==> config.mk <==
export PLATFORM = sky130hd
export DESIGN_NAME = ioconfig_loader
export DESIGN_NICKNAME = d
export VERILOG_FILES = /design/src/rtl/ioconfig_loader.sv
export SDC_FILE = /design/constraint.sdc
export NUM_CORES = 1
export LEC_CHECK = 0
export ABC_AREA = 1
export BUFFER_PORTS_ARGS = -buffer_cell sky130_fd_sc_hd__buf_2
export CORE_MARGIN = 5
export CORE_UTILIZATION = 45
export CTS_CLUSTER_SIZE = 8
export DETAILED_ROUTE_END_ITERATION = 16
export PLACE_DENSITY = 0.73
export SETUP_SLACK_MARGIN = 0.1
export SLEW_MARGIN = 20
export SYNTH_ARGS = -nofsm -noshare
export SYNTH_HDL_FRONTEND = slang
export SYNTH_SLANG_ARGS = --single-unit
==> constraint.sdc <==
create_clock -name IOCLK -period 3.35 [get_ports IOCLK]
set_input_delay 1.005 -clock IOCLK [delete_from_list [all_inputs] [get_ports IOCLK]]
set_output_delay 1.005 -clock IOCLK [all_outputs]
set_load 0.05 [all_outputs]
==> src/rtl/ioconfig_loader.sv <==
// Byte-serial configuration loader for a column of IO blocks: frames are checked
// in a shadow copy and committed to the live TSMUX/DORREG vectors atomically.
module ioconfig_loader #(
    parameter int N_IOB = 8
) (
    input  logic                 IOCLK,
    input  logic                 RST,
    input  logic [7:0]           CFG_DATA,
    input  logic                 CFG_VALID,
    output logic                 CFG_READY,
    output logic [2*N_IOB-1:0]   TSMUX_VEC,
    output logic [N_IOB-1:0]     DORREG_VEC,
    output logic                 DONE,
    output logic                 ERR
);

    typedef enum logic [2:0] {
        S_HUNT    = 3'd0,
        S_START   = 3'd1,
        S_COUNT   = 3'd2,
        S_PAYLOAD = 3'd3,
        S_CHECK   = 3'd4,
        S_COMMIT  = 3'd5
    } state_t;

    state_t               state_r;
    logic [2*N_IOB-1:0]   tsmux_r;
    logic [N_IOB-1:0]     dorreg_r;
    logic [2*N_IOB-1:0]   sh_tsmux_r;
    logic [N_IOB-1:0]     sh_dorreg_r;
    logic [7:0]           xor_r;
    logic [7:0]           idx_r;
    logic [7:0]           rem_r;
    logic                 done_r;
    logic                 err_r;
    logic                 ready_r;

    logic                 xfer_s;
    logic [8:0]           end_idx_s;

    // Handshake qualifier and the 9-bit frame end index (START + COUNT, no wrap)
    always_comb begin
        xfer_s    = CFG_VALID & ready_r;
        end_idx_s = {1'b0, idx_r} + {1'b0, CFG_DATA};
    end

    // Frame parser, shadow staging and atomic commit to the live vectors
    always_ff @(posedge IOCLK or posedge RST) begin
        if (RST) begin
            state_r     <= S_HUNT;
            tsmux_r     <= '0;
            dorreg_r    <= '0;
            sh_tsmux_r  <= '0;
            sh_dorreg_r <= '0;
            xor_r       <= 8'd0;
            idx_r       <= 8'd0;
            rem_r       <= 8'd0;
            done_r      <= 1'b0;
            err_r       <= 1'b0;
            ready_r     <= 1'b1;
        end else begin
            done_r <= 1'b0;
            case (state_r)
                S_HUNT: begin
                    if (xfer_s && (CFG_DATA == 8'hA5)) begin
                        err_r       <= 1'b0;
                        sh_tsmux_r  <= tsmux_r;
                        sh_dorreg_r <= dorreg_r;
                        xor_r       <= 8'd0;
                        state_r     <= S_START;
                    end
                end
                S_START: begin
                    if (xfer_s) begin
                        idx_r   <= CFG_DATA;
                        xor_r   <= CFG_DATA;
                        state_r <= S_COUNT;
                    end
                end
                S_COUNT: begin
                    if (xfer_s) begin
                        if ((CFG_DATA == 8'd0) || (end_idx_s > 9'(N_IOB))) begin
                            err_r   <= 1'b1;
                            state_r <= S_HUNT;
                        end else begin
                            rem_r   <= CFG_DATA;
                            xor_r   <= xor_r ^ CFG_DATA;
                            state_r <= S_PAYLOAD;
                        end
                    end
                end
                S_PAYLOAD: begin
                    if (xfer_s) begin
                        if (CFG_DATA[7:3] != 5'd0) begin
                            err_r   <= 1'b1;
                            state_r <= S_HUNT;
                        end else begin
                            // Index is bounded by the range check, so exactly one entry matches
                            for (int i = 0; i < N_IOB; i++) begin
                                if (idx_r == 8'(i)) begin
                                    sh_tsmux_r[2*i +: 2] <= CFG_DATA[1:0];
                                    sh_dorreg_r[i]       <= CFG_DATA[2];
                                end
                            end
                            idx_r <= idx_r + 8'd1;
                            rem_r <= rem_r - 8'd1;
                            xor_r <= xor_r ^ CFG_DATA;
                            if (rem_r == 8'd1) begin
                                state_r <= S_CHECK;
                            end
                        end
                    end
                end
                S_CHECK: begin
                    if (xfer_s) begin
                        if (CFG_DATA == xor_r) begin
                            ready_r <= 1'b0;
                            state_r <= S_COMMIT;
                        end else begin
                            err_r   <= 1'b1;
                            state_r <= S_HUNT;
                        end
                    end
                end
                S_COMMIT: begin
                    tsmux_r  <= sh_tsmux_r;
                    dorreg_r <= sh_dorreg_r;
                    done_r   <= 1'b1;
                    ready_r  <= 1'b1;
                    state_r  <= S_HUNT;
                end
                default: begin
                    ready_r <= 1'b1;
                    state_r <= S_HUNT;
                end
            endcase
        end
    end

    assign CFG_READY  = ready_r;
    assign TSMUX_VEC  = tsmux_r;
    assign DORREG_VEC = dorreg_r;
    assign DONE       = done_r;
    assign ERR        = err_r;

endmodule

-- After elaboration in Yosys (flattened, before gate mapping)
Cells that the tools add are included.
- multiplexer cells: 61
- equal/unequal tests: 35
- bitwise gates (word level): 3
- $lt $le $gt $ge: 1
- reduce and logical (&&, ||, !) cells: 26
- add/subtract/negate cells: 3
- operators by type and width (operator ; number):
    $mux 8 ; 15
    $mux 16 ; 3
    $pmux 8 s2 ; 3
    $reduce_and 5->1 ; 9
    $ne 2x2->1 const B ; 19
    $eq 8x3->1 const B ; 4
    $pmux 16 s2 ; 1
    $pmux 8 s4 ; 1
    $mux 3 ; 8
    $mux 1 ; 18
    $mux 2 ; 9
    $eq 8x1->1 const B ; 2
    $eq 8x2->1 const B ; 2
    $logic_not 8->1 ; 2
    $pmux 3 s5 ; 1
    $add 8x8->9 ; 1
    $gt 9x4->1 const B ; 1
    $add 8x1->8 const B ; 1
    $eq 8x8->1 ; 1
    $eq 8x8->1 const B ; 1
    $reduce_and 8->1 ; 1
    $reduce_bool 4->1 ; 2
    $sub 8x1->8 const B ; 1
    $xor 8x8->8 ; 1
    18 further kinds ; 22
- input port bits: 11
- word-level logic and storage cells: 154
- register bits after elaboration: 78
- output and inout bits: 27

-- Longest topological paths before layout
Gate-level depths: netlist of run 1.
- depth in word-level cells: 6
- mapped depth: 15
- mapped depth without buffers: 15

-- Worst setup path before layout of run 1
OpenSTA, ideal clock, no wires.
- kind: input-to-reg
- from: input CFG_DATA[0]
- to: register xor_r[0]
- path slack: 612 ps
- arrival time: 2672 ps
- cell stages on the path: 14
- buffers on the path: 1
- required time: 3284 ps
- setup time: 66 ps
- cells stage by stage: ha_1 fa_1 nand2_1 nand2_1 nand3_1 nand2_1 nand2_1 nand2_1 nor2_1 nand3_1 nand2_1 buf_2 nand3_1 nand2_1
- cells in the longest elaborated chain, start to end: 5
- elaborated cells between the ends (all ways): 16
- classes of those cells: add/sub (1); order compare (1); eq/ne (3); mux (6); bitwise (1); reduce/logical (4)
- ends and longest elaborated chain (what ; line ; text):
    start, declared ; 8 ; input logic [7:0] CFG_DATA,
    $add 8x8->9 ; 44 ; end_idx_s = {1'b0, idx_r} + {1'b0, CFG_DATA};
    $gt 9x4->1 ; 82 ; if ((CFG_DATA == 8'd0) || (end_idx_s > 9'(N_IOB))) begin
    $logic_or 1x1->1 ; 82 ;
    $ne 2x2->1 (no line) ; - ;
    $reduce_and 7->1 (no line) ; - ;
    end signal, assigned ; 87 ; xor_r <= xor_r ^ CFG_DATA;
    end signal, assigned ; 107 ; xor_r <= xor_r ^ CFG_DATA;
    end, declared ; 31 ; logic [7:0] xor_r;
Parallel ways exist; a longest one is shown, timed or not. The select of a mux whose other input is x is not followed.
A chain may end at the register's enable or synchronous reset.

-- Worst setup path after layout of run 1
Same ends and word-level chain as after synthesis.

==> flow_summary_export.csv, run 1 <==
group,metric,value,unit
grt,pin_count_of_the_biggest_net_entering_global_routing,42,
floorplanning,die-height,111,µm
yosys,syn-instance-count,627,
floorplanning,floorplan.die_area,0.0123,mm²
yosys,yosysSeqAreaShare,0.425,
timing,timing_max_transition_violations_final,0,
yosys,post_synth_instance_area,0.00459,mm²
final_layout,fin_nets,693,
clock_tree,clock_tree.root_cell,"clkbuf_8",
grt,grt_overflow_total,0,
yosys,post_synth_xor_area_fraction,0.0229,
routing,drt-vias-per-instance,5.19,
yosys,synth_compound_gate_area_share,0.123,
timing,period_share,0.814,
timing,worst_pin_slew,0.703,ns
clock_tree,cts_hold_buffers,0,
status,status,"completed",
setup_path,sort_of_element_at_the_start_of_the_critical_path,"input pin",
setup_path,worstPathRequired,3.60,ns
yosys,synth.top_cells.by_area,"dfrtp_1 (42%), nand2_1 (16%), o21ai_0 (7.0%), inv_1 (6.6%), nand3_1 (5.2%)",
setup_path,critical_path_peak_fanout,8,
timing,setup-violations-final,0,
yosys,synth_adder_area_share,0.0425,
pwr,pwr_density_cell,789,mW/mm²
job,max_cap_violations,0,
clock_tree,cts_resized,0,
yosys,syn_nets,653,
pwr,total_leakage_power,0.00275,µW
clock_tree,post-cts-setup-buffers,0,
yosys,synth_top_area_cell,"dfrtp_1",
grt,grt_antenna_before_repair,0,
final_layout,syn_to_final_growth,12.0,%
grt,gr-usage-all-layers,0.188,
routing,dr.first_iter.drc_count,300,
floorplanning,top_level_ports,38,
grt,grt_pass1_wl,19200,µm
yosys,synth_cell_types,35,
routing,totalWireLength,11200,µm
routing,mean_routed_wirelength_per_cell,13.9,µm
floorplanning,core_area,0.00986,mm²
routing,firstDrtPassIters,5,
clock_tree,clk-insertion-delay-late,0.35,ns
final_layout,drive_above_1_share,0.135,
timing,max_slew_margin,0.531,
clock_tree,cts-htree-levels,3,
timing,maximum_clock_rate,367,MHz
routing,drcViolationCount,0,
final_layout,diodes,0,
yosys,syn-mean-instance-area,7.32,µm²
setup_path,cp-end-kind,"flop",
yosys,synth_top_family_by_area,"simple AND/OR/NAND/NOR gates",
routing,dr_total_vias,4179,
clock_tree,tritoncts.num_buffers,9,
floorplanning,dieWidth,111,µm
clock_tree,cts_sinks,78,
timing,finalSetupTns,0,ns
clock_tree,clkSlewWorstSetupHoldPaths,0.09,ns
floorplanning,rows,36,
timing,skew,0.00829,ns
timing,grt_setup_unrepaired,"false",
clock_tree,cts_tree,"built",
pwr,peakVddDrop,341,µV
placed_design,detailed_place_hpwl,8110,µm
timing,fin_crit,2.73,ns
setup_path,critical_path_arrival,2.97,ns
placed_design,place.gp.congestion,0.933,
yosys,yosysWarningCount,0,
placed_design,portBuffers,37,
worst_hold_path,hold_path.class,"flop to flop",
yosys,synthMuxAreaShare,0,
floorplanning,initial_core_util,0.465,
clock_tree,max-clock-path-buffers,2,
pwr,power.total,4060,µW
yosys,synth_top_area_frac,0.420,
yosys,ys_seq_elements,78,
grt,grt_pass1_vias,4122,
setup_path,setup.worst_path.class,"input pin to flop",
routing,antenna_nets_post_route,0,
timing,hold_violations,0,
yosys,synthSimpleGateAreaFrac,0.297,
layout make-up:
type                    count  area (µm²)
clock inverters             7        80.1
flip-flops and latches     78        1950
repair buffers             44         250
well taps                 133         166
fillers                   940        4720
multi-input cells         445        2230
clock buffers               9         124
inverters                  89         338
Yosys cell counts:
cell and count:
nand2_1 192, inv_4 1, buf_2 6, nand3b_1 2
fa_1 1, clkbuf_1 7, nand2_4 1, o22ai_1 4
xnor2_1 5, inv_2 7, a21oi_1 19, nand4_1 7
and3_1 1, o211ai_1 2, nor2_2 3, dfstp_2 1
nor3_4 2, inv_1 81, nor3b_1 1, o21ai_2 6
nor3_1 6, a31oi_1 2, nand3_1 48, o21ai_0 64
xor2_1 7, dfrtp_1 77, o21ai_1 6, o221ai_1 1
a22oi_1 1, nor2_1 41, nand4_2 2, nand2_2 6
nor2_8 1, ha_1 14, buf_4 2
registers in the layout (all words and copies together), names as in the netlist:
signal and flops:
state_r 3, sh_tsmux_r 16, idx_r 8, DORREG_VEC 8
DONE 1, sh_dorreg_r 8, CFG_READY 1, xor_r 8
ERR 1, TSMUX_VEC 16, rem_r 8
per-layer routing:
layer / vias to the layer above / part of all wire / track usage
met5: - / 0 / 0
met4: 0 / 0.028 / 0.0747
met3: 28 / 0.056 / 0.0420
met2: 112 / 0.47 / 0.310
met1: 1955 / 0.45 / 0.241
li1: 2084 / - / -
worst paths after layout:
kind	startpoint	to	slack [ns]	depth (start not counted)
max	CFG_DATA[0]	xor_r[0]$_DFFE_PP0P_	0.62	15
min	sh_tsmux_r[13]$_DFFE_PP0P_	sh_tsmux_r[13]$_DFFE_PP0P_	0.48	2
max reg2reg	idx_r[0]$_DFFE_PP0P_	xor_r[0]$_DFFE_PP0P_	0.88	14
min reg2reg	sh_tsmux_r[13]$_DFFE_PP0P_	sh_tsmux_r[13]$_DFFE_PP0P_	0.48	2
max in group asynchronous	RST	sh_dorreg_r[3]$_DFFE_PP0P_	1.97	3
min in group asynchronous	RST	ERR$_DFFE_PP0P_	0.73	2
per-stage QoR:
step                utilization  hold WS, ns  instances  worst slack [ns]  cell area, µm²
floorplan                     -        0.442        627             0.352            4590
global placement          0.501        0.455        789             0.389            4940
detailed placement        0.501        0.460        789             0.280            4940
CTS                       0.521        0.483        805             0.655            5140
global route              0.521        0.513        805             0.407            5140
finish                    0.521        0.482        805             0.624            5140
report_power, final:
group / internal (µW) / switching, µW / total [µW] / leakage (µW)
Sequential: 1210 / 237 / 1450 / 0.00102
Combinational: 604 / 1260 / 1860 / 0.00162
Clock: 356 / 385 / 741 / 0.000103
kinds of logic (layout without fill, tap and decap cells):
| logic type | count (synthesis) | after routing |
|---|---|---|
| AO/OA/AOI/OAI | 105 | 105 |
| XOR/XNOR | 12 | 12 |
| adder cells (fa/ha/maj) | 15 | 15 |
| buffers and inverters | 104 | 149 |
| flip-flops | 78 | 78 |
| AND/OR/NAND/NOR | 313 | 313 |
critical path, cell delays in order:
cell	delay (ns)
buf_2	0.11
ha_1	0.23
fa_1	0.40
nand2_1	0.09
nand2_1	0.10
nand3_1	0.11
nand2_1	0.05
nand2_1	0.05
nand2_1	0.05
nor2_1	0.13
nand3_1	0.09
nand2_1	0.17
nand2_1	0.21
nand2_1	0.12
nand2_1	0.06
cell usage in the layout (no fill, tap or decap), types with 6 or more instances in the layout:
| master | n |
|---|---|
| inv_1 | 80 |
| o21ai_0 | 64 |
| o21ai_1 | 6 |
| o21ai_2 | 6 |
| nand2_2 | 6 |
| buf_2 | 37 |
| xor2_1 | 7 |
| nor2_1 | 41 |
| nand4_1 | 7 |
| a21oi_1 | 19 |
| clkbuf_8 | 9 |
| nand2_1 | 192 |
| inv_2 | 7 |
| nor3_1 | 6 |
| ha_1 | 14 |
| dfrtp_1 | 77 |
| nand3_1 | 48 |
| buf_4 | 6 |
Power figures use the tool's default switching activity.
==> run 2: changes to the inputs <==
Settings changed: ABC_AREA 1 to 0, PLACE_DENSITY 0.73 to 0.75.
Clock period 3.35 ns to 2.25 ns, I/O delays scaled along.
==> run 2 against run 1 <==
Compared with the run above: the run now ends with negative setup slack left; cell count fell by 8.4%; setup slack worse by 0.97 ns; sequential cell count unchanged; wire length rose by 14%; clock skew rose by 0.0021 ns; sequential power is 12% higher; area after synthesis fell by 2.5%; critical endpoint unchanged; highest routed layer unchanged; synthesized cell count is 20% lower; final area rose by 15%; critical path depth down 7; critical path type unchanged.
==> flow_summary_export.csv, run 2 <==
group,metric,value,unit
pwr,total_leakage_power,0.00276,µW
placed_design,portBuffers,37,
yosys,synth.top_cells.by_area,"dfrtp_1 (43%), mux2i_1 (7.2%), a21oi_1 (5.9%), o21ai_0 (4.7%), nor2_1 (4.0%)",
status,violations_in_the_final_reports,"negative setup slack",
yosys,ys_seq_elements,78,
timing,setup-violations-final,51,
timing,maximum_clock_rate,385,MHz
grt,grt_pass1_vias,4310,
pwr,power.switching,1020,µW
yosys,post_synth_instance_area,0.00447,mm²
final_layout,diodes,0,
routing,drcViolationCount,0,
setup_path,setup.worst_path.class,"input pin to flop",
floorplanning,rows,36,
timing,skew,0.0104,ns
final_layout,area.sequential,0.00195,mm²
grt,grt_overflow_total,0,
yosys,synth_cell_types,55,
final_layout,drive_above_1_share,0.326,
yosys,yosysSeqAreaShare,0.437,
final_layout,fin_nets,625,
timing,grt_setup_unrepaired,"true",
setup_path,critical_path_peak_fanout,7,
timing,max_slew_margin,0.605,
yosys,ys_async_sr_fraction,1.00,
yosys,synth_edf_count,0,
yosys,yosysWarningCount,0,
routing,totalWireLength,12800,µm
placed_design,pre_cts_slack,-0.686,ns
job,max_cap_violations,0,
clock_tree,cts-htree-levels,3,
timing,worst_pin_slew,0.591,ns
routing,dr.first_iter.drc_count,366,
yosys,synth_top_area_cell,"dfrtp_1",
routing,drt-vias-per-instance,5.71,
floorplanning,dieWidth,110,µm
setup_path,r2r_setup_slack,-0.33,ns
yosys,syn_nets,527,
yosys,synth_top_area_frac,0.431,
placed_design,post-place-cells,709,
placed_design,place.gp.congestion,0.991,
final_layout,final-instance-count-excl-fill,737,
pwr,netSwitchingFraction,0.300,
yosys,post-synth-top-count-cell,"dfrtp_1",
pwr,peakVddDrop,434,µV
floorplanning,die-height,110,µm
grt,pin_count_of_the_biggest_net_entering_global_routing,49,
clock_tree,cts_sinks,78,
clock_tree,clk-insertion-delay-late,0.36,ns
grt,grt_pass1_wl,20500,µm
final_layout,multi_input_gate_area,0.00265,mm²
yosys,synth.cells.most_frequent,"dfrtp_1 (77), a21oi_1 (53), nor2_1 (48), o21ai_0 (42), nand2_1 (39)",
final_layout,mostFrequentLayoutCells,"dfrtp_1 (76), buf_4 (66), a21oi_1 (46)",
timing,period_share,1.15,
final_layout,syn_to_final_growth,32.2,%
grt,gr-usage-all-layers,0.217,
setup_path,sort_of_element_at_the_start_of_the_critical_path,"input pin",
setup_path,worstPathRequired,2.54,ns
placed_design,detailed_place_hpwl,8530,µm
floorplanning,initial_core_util,0.460,
pwr,pwr_density_cell,572,mW/mm²
final_layout,fillCellCount,826,
pwr,combinational_share_of_power,0.204,
clock_tree,clock_tree.root_cell,"clkbuf_8",
status,status,"finished with violations",
pwr,power_frac_seq,0.478,
routing,firstDrtPassIters,5,
timing,fin_crit,2.59,ns
routing,mean_routed_wirelength_per_cell,17.3,µm
clock_tree,tritoncts.num_buffers,9,
worst_hold_path,hold_path.class,"input pin to async pin",
timing,hold_violations,0,
routing,antenna_nets_post_route,0,
yosys,syn-mean-instance-area,8.93,µm²
final_layout,final_common_cell,"dfrtp_1",
grt,grt_antenna_before_repair,0,
yosys,postSynth.topFlopCell,"dfrtp_1",
clock_tree,max-clock-path-buffers,2,
pwr,cellInternalPower,2370,µW
floorplanning,core_area,0.00973,mm²
pwr,clockPowerShare,0.317,
routing,dr_total_vias,4211,
clock_tree,cts_tree,"built",
floorplanning,top_level_ports,38,
setup_path,cp-end-kind,"flop",
yosys,syn-instance-count,501,
setup_path,critical_path_arrival,2.88,ns
floorplanning,floorplan.die_area,0.0120,mm²
timing,timing_max_transition_violations_final,0,
timing,fin_ws,-0.345,ns
clock_tree,clkSlewWorstSetupHoldPaths,0.09,ns
run 2: changes by cell type in the layout (fill, tap and decap cells not counted), sizes merged, moves of 26 or more:
cell / before / now
mux2i: 0 / 32
inv: 92 / 37
a21oi: 19 / 54
o21ai: 76 / 50
buf: 44 / 112
nand2: 199 / 39
nand3: 48 / 9
run 2: cell families (layout without fill, tap and decap cells):
logic type	count (synthesis)	count (layout)	synth area share
mux	40	40	0.0917
xor+xnor	10	10	0.0196
flops	78	78	0.437
buf+inv	63	164	0.0529
simple gates	153	155	0.167
fa+ha+maj	15	15	0.0436
compound gates	142	142	0.188
run 2: final timing paths:
kind / from / cells past startpoint / to
hold / removal: RST / 2 / xor_r[7]$_DFFE_PP0P_
max in group asynchronous: RST / 3 / state_r[2]$_DFFE_PP0P_
setup / recovery: CFG_DATA[4] / 8 / xor_r[0]$_DFFE_PP0P_
setup reg to reg: idx_r[1]$_DFFE_PP0P_ / 10 / rem_r[1]$_DFFE_PP0P_
hold reg to reg: sh_tsmux_r[15]$_DFFE_PP0P_ / 1 / TSMUX_VEC[15]$_DFFE_PP0P_
min in group IOCLK: sh_tsmux_r[15]$_DFFE_PP0P_ / 1 / TSMUX_VEC[15]$_DFFE_PP0P_
run 2: metal layers:
layer | track usage | wire length (µm) | vias up
li1 | - | - | 1947
met4 | 0.0721 | 252 | 0
met5 | 0 | 0 | -
met3 | 0.0493 | 873 | 26
met1 | 0.276 | 5140 | 2053
met2 | 0.367 | 6500 | 185
run 2: final cells by class:
class / count / area share
inverters: 36 / 0.0235
well taps: 133 / 0.0281
repair buffers: 112 / 0.136
multi-input cells: 362 / 0.448
clock buffers: 10 / 0.0216
clock inverters: 6 / 0.0118
flip-flops and latches: 78 / 0.330
run 2: timing repair:
item | in CTS | in global routing
gates cloned | 2 | 1
hold buffers | 0 | 0
endpoints found under the setup margin | 51 | 51
resized for setup | 42 | 25
pin swaps | 13 | 18
setup buffers | 5 | 6
run 2: power by group through the flow:
stage / sequential, µW / clock [µW] / combinational, µW
floorplan: 1630 / 0 / 366
global placement: 1630 / 0 / 556
detailed placement: 1640 / 0 / 582
CTS: 1610 / 1080 / 636
global route: 1630 / 1160 / 759
finish: 1620 / 1070 / 691
run 2: stage by stage:
step	hold slack (ns)	area (µm²)	power (µW)	TNS, ns	utilization
after floorplan	0.469	4600	2000	-11.14	-
after global placement	0.485	5340	2190	-22.72	0.549
after detailed placement	0.496	5340	2220	-24.90	0.549
after CTS	0.349	5750	3340	-5.93	0.591
after global routing	0.357	5920	3560	-11.80	0.608
final	0.339	5920	3380	-8.36	0.608
run 2: critical path, stage by stage:
cell	delay [ns]
buf_8	0.10
or3_4	0.40
or4_4	0.54
a221o_1	0.36
a211oi_2	0.19
a31oi_2	0.07
or3_4	0.39
o21ai_1	0.14
==> run 3: changes to the inputs <==
Settings changed: SKIP_LAST_GASP set to 1.
==> run 3 against run 2 <==
Compared with the run above: the flow still finishes with violations (negative setup slack); critical endpoint is now rem_r[1]$_DFFE_PP0P_; fmax decreased by 0.27%; combinational power about the same; global-route usage decreased by 0.087 points; critical path type unchanged; clock power about the same; utilization increased by 0.36 points; highest routed layer unchanged.
==> flow_summary_export.csv, run 3 (synthesized netlist as in run 2, its figures left out) <==
group,metric,value,unit
floorplanning,top_level_ports,38,
setup_path,critical_path_arrival,2.85,ns
setup_path,critical_path_peak_fanout,4,
grt,grt_pass1_wl,20500,µm
final_layout,area.sequential,0.00195,mm²
routing,mean_routed_wirelength_per_cell,17.4,µm
final_layout,final_util,0.612,
job,max_cap_violations,0,
worst_hold_path,hold_path.class,"input pin to async pin",
clock_tree,max-clock-path-buffers,2,
setup_path,worstPathRequired,2.50,ns
pwr,power.total,3390,µW
routing,dr_total_vias,4220,
routing,drt-vias-per-instance,5.72,
setup_path,critical_path.max_stage_delay,0.50,ns
final_layout,final_common_cell,"dfrtp_1",
final_layout,fillCellCount,820,
placed_design,detailed_place_hpwl,8530,µm
grt,grt_overflow_total,0,
timing,grt_setup_unrepaired,"true",
timing,max_slew_margin,0.606,
timing,finalSetupTns,-9.95,ns
final_layout,drive_above_1_share,0.337,
grt,grt_antenna_before_repair,0,
placed_design,place.gp.congestion,0.991,
status,status,"finished with violations",
setup_path,worst-path-stages,10,
clock_tree,cts_sinks,78,
routing,dr.first_iter.drc_count,355,
grt,grt_pass1_vias,4313,
setup_path,master_of_the_slowest_instance_on_the_critical_path,"or4_1",
status,violations_in_the_final_reports,"negative setup slack",
setup_path,sort_of_element_at_the_start_of_the_critical_path,"input pin",
clock_tree,cts_tree,"built",
setup_path,setup.worst_path.class,"input pin to flop",
grt,gr-usage-all-layers,0.217,
setup_path,cp-end-kind,"flop",
setup_path,r2r_setup_slack,-0.33,ns
timing,timing_max_transition_violations_final,0,
timing,period_share,1.16,
grt,pin_count_of_the_biggest_net_entering_global_routing,49,
floorplanning,rows,36,
floorplanning,die-height,110,µm
pwr,pwr_density_cell,569,mW/mm²
setup_path,worst_path_most_repeated_cell,"buf_4",
setup_path,critical-path-top-delay-family,"simple AND/OR/NAND/NOR gates",
setup_path,regToRegEndpoint,"rem_r[1]$_DFFE_PP0P_",
clock_tree,cts-htree-levels,3,
setup_path,r2r_start,"idx_r[1]$_DFFE_PP0P_",
floorplanning,initial_core_util,0.460,
final_layout,post-route-cell-area,0.00595,mm²
final_layout,mostFrequentLayoutCells,"dfrtp_1 (76), buf_4 (67), a21oi_1 (40)",
timing,fin_crit,2.60,ns
placed_design,placedInstanceArea,0.00534,mm²
routing,firstDrtPassIters,6,
clock_tree,clkSlewWorstSetupHoldPaths,0.09,ns
final_layout,fin_nets,626,
final_layout,diodes,0,
setup_path,crit_path_cell_trace,"buf_8 -> or3_4 -> buf_6 -> or4_1 -> o2111ai_2 -> nor4_2 -> buf_4 -> buf_4 -> a31oi_4 -> mux2_4",
setup_path,critPathCapture,"rem_r[1]$_DFFE_PP0P_",
routing,drcViolationCount,0,
pwr,peakVddDrop,436,µV
timing,hold_violations,0,
setup_path,worst_setup_path_startpoint,"CFG_DATA[4]",
floorplanning,floorplan.die_area,0.0120,mm²
clock_tree,tritoncts.num_buffers,9,
timing,fin_ws,-0.352,ns
timing,skew,0.0104,ns
timing,maximum_clock_rate,384,MHz
clock_tree,clk-insertion-delay-late,0.36,ns
timing,setup-violations-final,51,
setup_path,critical_path_buf_inv_count,4,
pwr,total_leakage_power,0.00276,µW
setup_path,ff2ff_path_depth,10,
final_layout,multi_input_gate_area,0.00268,mm²
timing,worst_pin_slew,0.590,ns
floorplanning,core_area,0.00973,mm²
placed_design,portBuffers,37,
placed_design,pre_cts_slack,-0.686,ns
floorplanning,dieWidth,110,µm
clock_tree,clock_tree.root_cell,"clkbuf_8",
routing,totalWireLength,12800,µm
final_layout,syn_to_final_growth,33.0,%
routing,antenna_nets_post_route,0,
run 3: worst min path at each step:
stage	endpoint	slack, ns	cells after the start
finish	xor_r[7]$_DFFE_PP0P_	0.34	2
CTS	xor_r[7]$_DFFE_PP0P_	0.35	2
detailed placement	DORREG_VEC[2]$_DFFE_PP0P_	0.50	2
floorplan	rem_r[6]$_DFFE_PP0P_	0.47	2
global route	xor_r[7]$_DFFE_PP0P_	0.36	2
global placement	DORREG_VEC[5]$_DFFE_PP0P_	0.48	2
run 3: cell type report:
class / count / area share
clock inverters: 6 / 0.0118
repair buffers: 113 / 0.137
inverters: 36 / 0.0233
well taps: 133 / 0.0280
flip-flops and latches: 78 / 0.328
clock buffers: 10 / 0.0214
multi-input cells: 362 / 0.450
run 3: layer usage:
metal | part of all wire | track usage | vias to the layer above
met4 | 0.021 | 0.0775 | 0
li1 | - | - | 1951
met2 | 0.51 | 0.365 | 191
met3 | 0.072 | 0.0440 | 34
met5 | 0 | 0 | -
met1 | 0.40 | 0.276 | 2044
run 3: what timing repair did:
| action | 4_1_cts | 5_1_grt |
|---|---|---|
| gates cloned | 2 | 1 |
| setup buffers | 5 | 7 |
| setup endpoints to repair | 51 | 51 |
| hold buffers | 0 | 0 |
| hold endpoints to repair | 0 | 0 |
| pin swaps | 13 | 23 |
| gates resized for setup | 40 | 34 |
run 3: where the power goes:
part	total, µW	internal, µW	switching (µW)
clock network	1070	521	553
registers	1620	1540	81.9
logic	694	310	384
run 3: through the flow:
stage / instances / hold WS [ns]
3_3_place_gp: 709 / 0.485
3_5_place_dp: 709 / 0.496
4_1_cts: 732 / 0.349
2_1_floorplan: 501 / 0.469
6_report: 738 / 0.342
5_1_grt: 738 / 0.364
